===== src/rtl/seq_mux.sv =====
// seq_mux: registered CH-channel multiplexer with a channel sequencer.
// Manual mode follows i_sel; auto mode scans channels round-robin,
// spending DWELL cycles on each one. Every output comes straight from a
// flop, so there is no combinational path from any input to any output.
module seq_mux #(
  parameter  int WIDTH = 4,
  parameter  int CH    = 4,
  parameter  int DWELL = 4,
  localparam int SEL_W = $clog2(CH)
) (
  input  logic                  i_clk,
  input  logic                  i_rst,
  input  logic [CH*WIDTH-1:0]   i_data,
  input  logic                  i_mode,
  input  logic [SEL_W-1:0]      i_sel,
  input  logic                  i_hold,
  output logic [WIDTH-1:0]      o_data,
  output logic [SEL_W-1:0]      o_ch,
  output logic                  o_chg
);

  localparam int CNT_W = (DWELL > 1) ? $clog2(DWELL) : 1;
  localparam logic [CNT_W-1:0] LAST_CNT = CNT_W'(DWELL - 1);
  localparam logic [SEL_W-1:0] LAST_CH  = SEL_W'(CH - 1);
  localparam logic [SEL_W:0]   CH_LIM   = (SEL_W + 1)'(CH);

  typedef enum logic {
    MODE_MANUAL = 1'b0,
    MODE_AUTO   = 1'b1
  } mode_e;

  logic [SEL_W-1:0] r_cur;
  logic [CNT_W-1:0] r_cnt;
  mode_e            r_lastMode;

  logic [SEL_W-1:0] w_nxt;
  logic [CNT_W-1:0] w_cntNxt;
  logic [CNT_W-1:0] w_cntEff;
  logic [WIDTH-1:0] w_nxtData;

  // Next channel and dwell count; the first auto cycle after manual always
  // starts its dwell from zero, and out-of-range selects keep the channel.
  always_comb begin
    w_nxt    = r_cur;
    w_cntNxt = '0;
    w_cntEff = (r_lastMode == MODE_AUTO) ? r_cnt : '0;
    if (i_mode == 1'b0) begin
      if ({1'b0, i_sel} < CH_LIM) begin
        w_nxt = i_sel;
      end
    end else if (i_hold) begin
      w_cntNxt = w_cntEff;
    end else if (w_cntEff == LAST_CNT) begin
      w_cntNxt = '0;
      w_nxt    = (r_cur == LAST_CH) ? '0 : r_cur + 1'b1;
    end else begin
      w_cntNxt = w_cntEff + 1'b1;
    end
  end

  // Pick the data slice belonging to the channel that will be current next.
  always_comb begin
    w_nxtData = '0;
    for (int k = 0; k < CH; k++) begin
      if (w_nxt == SEL_W'(k)) begin
        w_nxtData = i_data[k*WIDTH +: WIDTH];
      end
    end
  end

  // Sequencer state plus registered outputs; reset aborts any scan at once.
  always_ff @(posedge i_clk or posedge i_rst) begin
    if (i_rst) begin
      r_cur      <= '0;
      r_cnt      <= '0;
      r_lastMode <= MODE_MANUAL;
      o_data     <= '0;
      o_chg      <= 1'b0;
    end else begin
      r_cur      <= w_nxt;
      r_cnt      <= w_cntNxt;
      r_lastMode <= mode_e'(i_mode);
      o_data     <= w_nxtData;
      o_chg      <= (w_nxt != r_cur);
    end
  end

  assign o_ch = r_cur;

endmodule


===== config.mk =====
export PLATFORM = sky130hd
export DESIGN_NAME = seq_mux
export DESIGN_NICKNAME = d
export VERILOG_FILES = /design/src/rtl/seq_mux.sv
export SDC_FILE = /design/constraint.sdc
export NUM_CORES = 1
export LEC_CHECK = 0
export CAP_MARGIN = 25
export CORE_AREA = 3 3 40 42
export DETAILED_ROUTE_END_ITERATION = 7
export DIE_AREA = 0 0 43 45
export DONT_BUFFER_PORTS = 1
export GPL_TIMING_DRIVEN = 0
export PLACE_DENSITY = 0.66
export SETUP_SLACK_MARGIN = 0.02
export SLEW_MARGIN = 20
export SYNTH_ARGS = -nofsm -noshare
export SYNTH_HDL_FRONTEND = slang
export SYNTH_SLANG_ARGS = --single-unit
export TNS_END_PERCENT = 20

===== constraint.sdc =====
create_clock -name i_clk -period 1.8 [get_ports i_clk]
set_input_delay 0.09 -clock i_clk [delete_from_list [all_inputs] [get_ports i_clk]]
set_output_delay 0.09 -clock i_clk [all_outputs]
set_load 0.02 [all_outputs]

==> insert_results.sql <==
INSERT INTO impl_metrics (metric_group, metric, value, unit) VALUES
('clock_tree', 'clkTransAtPathRegs', '0.06', 'ns'),
('placement', 'dpl_cells', '80', ''),
('floorplanning', 'std_cell_rows', '13', ''),
('critical_path', 'cp.required', '1.97', 'ns'),
('synth', 'post_synth.cell_area_avg', '9.93', 'um^2'),
('cells_and_area', 'antenna_cells', '0', ''),
('critical_path', 'end_kind', 'register', ''),
('pwr', 'switching_share', '31.1', '%'),
('cells_and_area', 'fin_nets', '102', ''),
('min_path', 'hp-class', 'primary input to register', ''),
('global_routing', 'grt_util_all_layers', '17.8', '%'),
('run_status', 'status', 'finished, final reports clean', ''),
('pwr', 'cellPowerDensity', '678', 'nW/um^2'),
('floorplanning', 'floorplan.die_area', '1940', 'um^2'),
('route', 'drc', '0', ''),
('sta', 'fin_worst_hold_slack', '0.0169', 'ns'),
('route', 'wl_met1', '664', 'um'),
('clock_tree', 'htree_num_levels', '1', ''),
('critical_path', 'crit_path_max_fanout', '5', ''),
('cells_and_area', 'finalCoreUtilization', '64.7', '%'),
('synth', 'yosys-top-cells-area', 'sky130_fd_sc_hd__dfrtp_1 39%, sky130_fd_sc_hd__a32oi_1 5.4%, sky130_fd_sc_hd__a211oi_1 4.7%', ''),
('synth', 'distinct_cell_type_count_after_synthesis', '28', ''),
('floorplanning', 'initial_core_util', '50.2', '%'),
('clock_tree', 'cts_root_buf', 'sky130_fd_sc_hd__clkbuf_4', ''),
('critical_path', 'cp.buffers_inverters', '0', ''),
('cells_and_area', 'post_route_cells_drive_above_1_share', '32.9', '%'),
('route', 'totalWireLength', '1510', 'um'),
('critical_path', 'slowest_stage', 'sky130_fd_sc_hd__or4b_4', ''),
('placement', 'worst_slack_after_detailed_placement', '-0.183', 'ns'),
('sta', 'total_negative_slack_for_setup_checks', '0', 'ns'),
('pwr', 'netSwitchingPower', '0.175', 'mW'),
('sta', 'max_slew.worst_pin.slew', '0.447', 'ns'),
('sta', 'slew_headroom', '70.2', '%'),
('sta', 'timing.final.crit_share', '97.5', '%'),
('sta', 'maxSlewViolCount', '0', ''),
('synth', 'yosysSeqAreaShare', '38.8', '%'),
('synth', 'synth_nets', '89', ''),
('pwr', 'share_clk_of_total_power', '26.0', '%'),
('critical_path', 'startpoint_type', 'register', ''),
('placement', 'portBuffers', '0', ''),
('pwr', 'vdd_ir_drop_max', '0.000249', 'V'),
('clock_tree', 'insertion_delay_to_the_later_sink_of_the_worst_skew_pair', '0.26', 'ns'),
('pwr', 'power.internal', '0.388', 'mW'),
('route', 'route.top_layer_used', 'met4', ''),
('global_routing', 'largest_net_degree_at_the_start_of_global_routing', '12', ''),
('clock_tree', 'num_cts_buffers', '3', ''),
('floorplanning', 'core_area', '1280', 'um^2'),
('synth', 'synth.cell_area', '646', 'um^2'),
('floorplanning', 'die_boundary_width', '43', 'um'),
('critical_path', 'timing.critical_path.cells', 'ha_4 -> or4b_4 -> o211ai_4 -> a32oi_2 -> a22oi_1', ''),
('sta', 'finalHoldViolCount', '0', ''),
('floorplanning', 'floorplan.io_pins', '29', ''),
('sta', 'fmaxAchievable', '570', 'MHz'),
('global_routing', 'grt_pass1_vias', '563', ''),
('pwr', 'combPwrFrac', '22.1', '%'),
('global_routing', 'wire_length_of_the_first_global_routing_pass', '2520', 'um'),
('cells_and_area', 'final_cell_count_no_fill', '91', ''),
('route', 'num_vias', '559', ''),
('synth', 'synthesis.instances', '65', ''),
('flow_run', 'max-cap-violations', '0', ''),
('clock_tree', 'ctsLongestPathBuffers', '2', ''),
('critical_path', 'path_delay_family', 'simple AND/OR/NAND/NOR gates', ''),
('synth', 'synth_largest_type_area_fraction', '38.8', '%'),
('clock_tree', 'cts.sinks', '10', ''),
('global_routing', 'grt_antenna_before_repair', '0', ''),
('critical_path', 'criticalPathCategory', 'register to register', ''),
('critical_path', 'ff2ff_path_depth', '5', ''),
('placement', 'placer_s_final_routability_congestion_estimate', '0.710', ''),
('route', 'route.detailed.vias_per_inst', '6.14', ''),
('route', 'drtAntennaViolNets', '0', ''),
('clock_tree', 'tritoncts', 'yes', '');
-- synthesized netlist by cell type, drive strengths merged --
| library cell | n |
|---|---|
| nand2b | 1 |
| o211ai | 1 |
| mux2i | 1 |
| nand3 | 4 |
| a32oi | 4 |
| xor2 | 1 |
| a211oi | 4 |
| buf | 2 |
| a311oi | 1 |
| a21oi | 2 |
| and2 | 4 |
| and4b | 1 |
| nor2b | 3 |
| nor2 | 1 |
| ha | 2 |
| nand2 | 1 |
| a22oi | 4 |
| or4b | 1 |
| and2b | 1 |
| inv | 8 |
| or2 | 1 |
| dfrtp | 10 |
| nand4 | 1 |
| a31oi | 4 |
| xnor2 | 1 |
| o21ai | 1 |
-- worst paths after layout --
check,startpoint,end,slack (ns)
setup reg to reg,o_ch[1]$_DFF_PP0_,o_data[0]$_DFF_PP0_,0.04
setup / recovery,o_ch[1]$_DFF_PP0_,o_data[0]$_DFF_PP0_,0.04
hold reg to reg,r_cnt[1]$_DFF_PP0_,r_cnt[1]$_DFF_PP0_,0.70
max in group asynchronous,i_rst,o_ch[1]$_DFF_PP0_,1.26
min in group asynchronous,i_rst,o_data[1]$_DFF_PP0_,0.24
hold / removal,i_data[13],o_data[1]$_DFF_PP0_,0.02
-- logic make-up (layout without fill, tap and decap cells) --
kind of cell | after synthesis | after routing | synth area share, %
AO/OA/AOI/OAI | 21 | 22 | 26.9
AND/OR/NAND/NOR | 19 | 19 | 19.8
flip-flops | 10 | 10 | 38.8
buffers and inverters | 10 | 20 | 6.40
adder cells (fa/ha/maj) | 2 | 2 | 3.88
XOR/XNOR | 2 | 2 | 2.71
multiplexers | 1 | 1 | 1.55
-- registers in the layout, summed over array words and instances (netlist names) --
register,flops
o_ch,2
o_chg,1
r_cnt,2
o_data,4
r_lastMode,1
-- per-layer routing --
metal  track usage, %  vias up
met5                0        -
met4             12.7        0
met3             3.19        4
met2             27.5       29
met1             22.6      254
li1                 -      272
-- stage by stage --
| stage | total power [mW] | instance area (um^2) |
|---|---|---|
| 3_5_place_dp | 0.389 | 664 |
| 5_1_grt | 0.596 | 831 |
| 6_report | 0.563 | 831 |
| 4_1_cts | 0.558 | 792 |
| 2_1_floorplan | 0.369 | 646 |
| 3_3_place_gp | 0.384 | 664 |
-- cell type report --
type | count | area (um^2)
inverters | 8 | 30.0
multi-input cells | 46 | 429
fillers | 108 | 454
well taps | 15 | 18.8
flip-flops and latches | 10 | 253
plain buffers | 2 | 11.3
clock buffers | 3 | 22.5
repair buffers | 7 | 66.3
-- power by group through the flow --
stage	logic, mW	clock network [mW]	registers (mW)
3_3_place_gp	0.0911	0	0.293
6_report	0.125	0.147	0.292
5_1_grt	0.140	0.159	0.297
2_1_floorplan	0.0789	0	0.290
4_1_cts	0.115	0.150	0.293
3_5_place_dp	0.0946	0	0.294
-- timing repair --
action / 4_1_cts / 5_1_grt
pin swaps: 5 / 3
buffers inserted: 1 / 2
hold buffers: 4 / 0
endpoints found under the hold margin: 13 / 0
gates resized for setup: 10 / 4
gates cloned: 1 / 0
setup endpoints to repair: 5 / 5
Note: power is estimated with default switching activity, not from simulation.
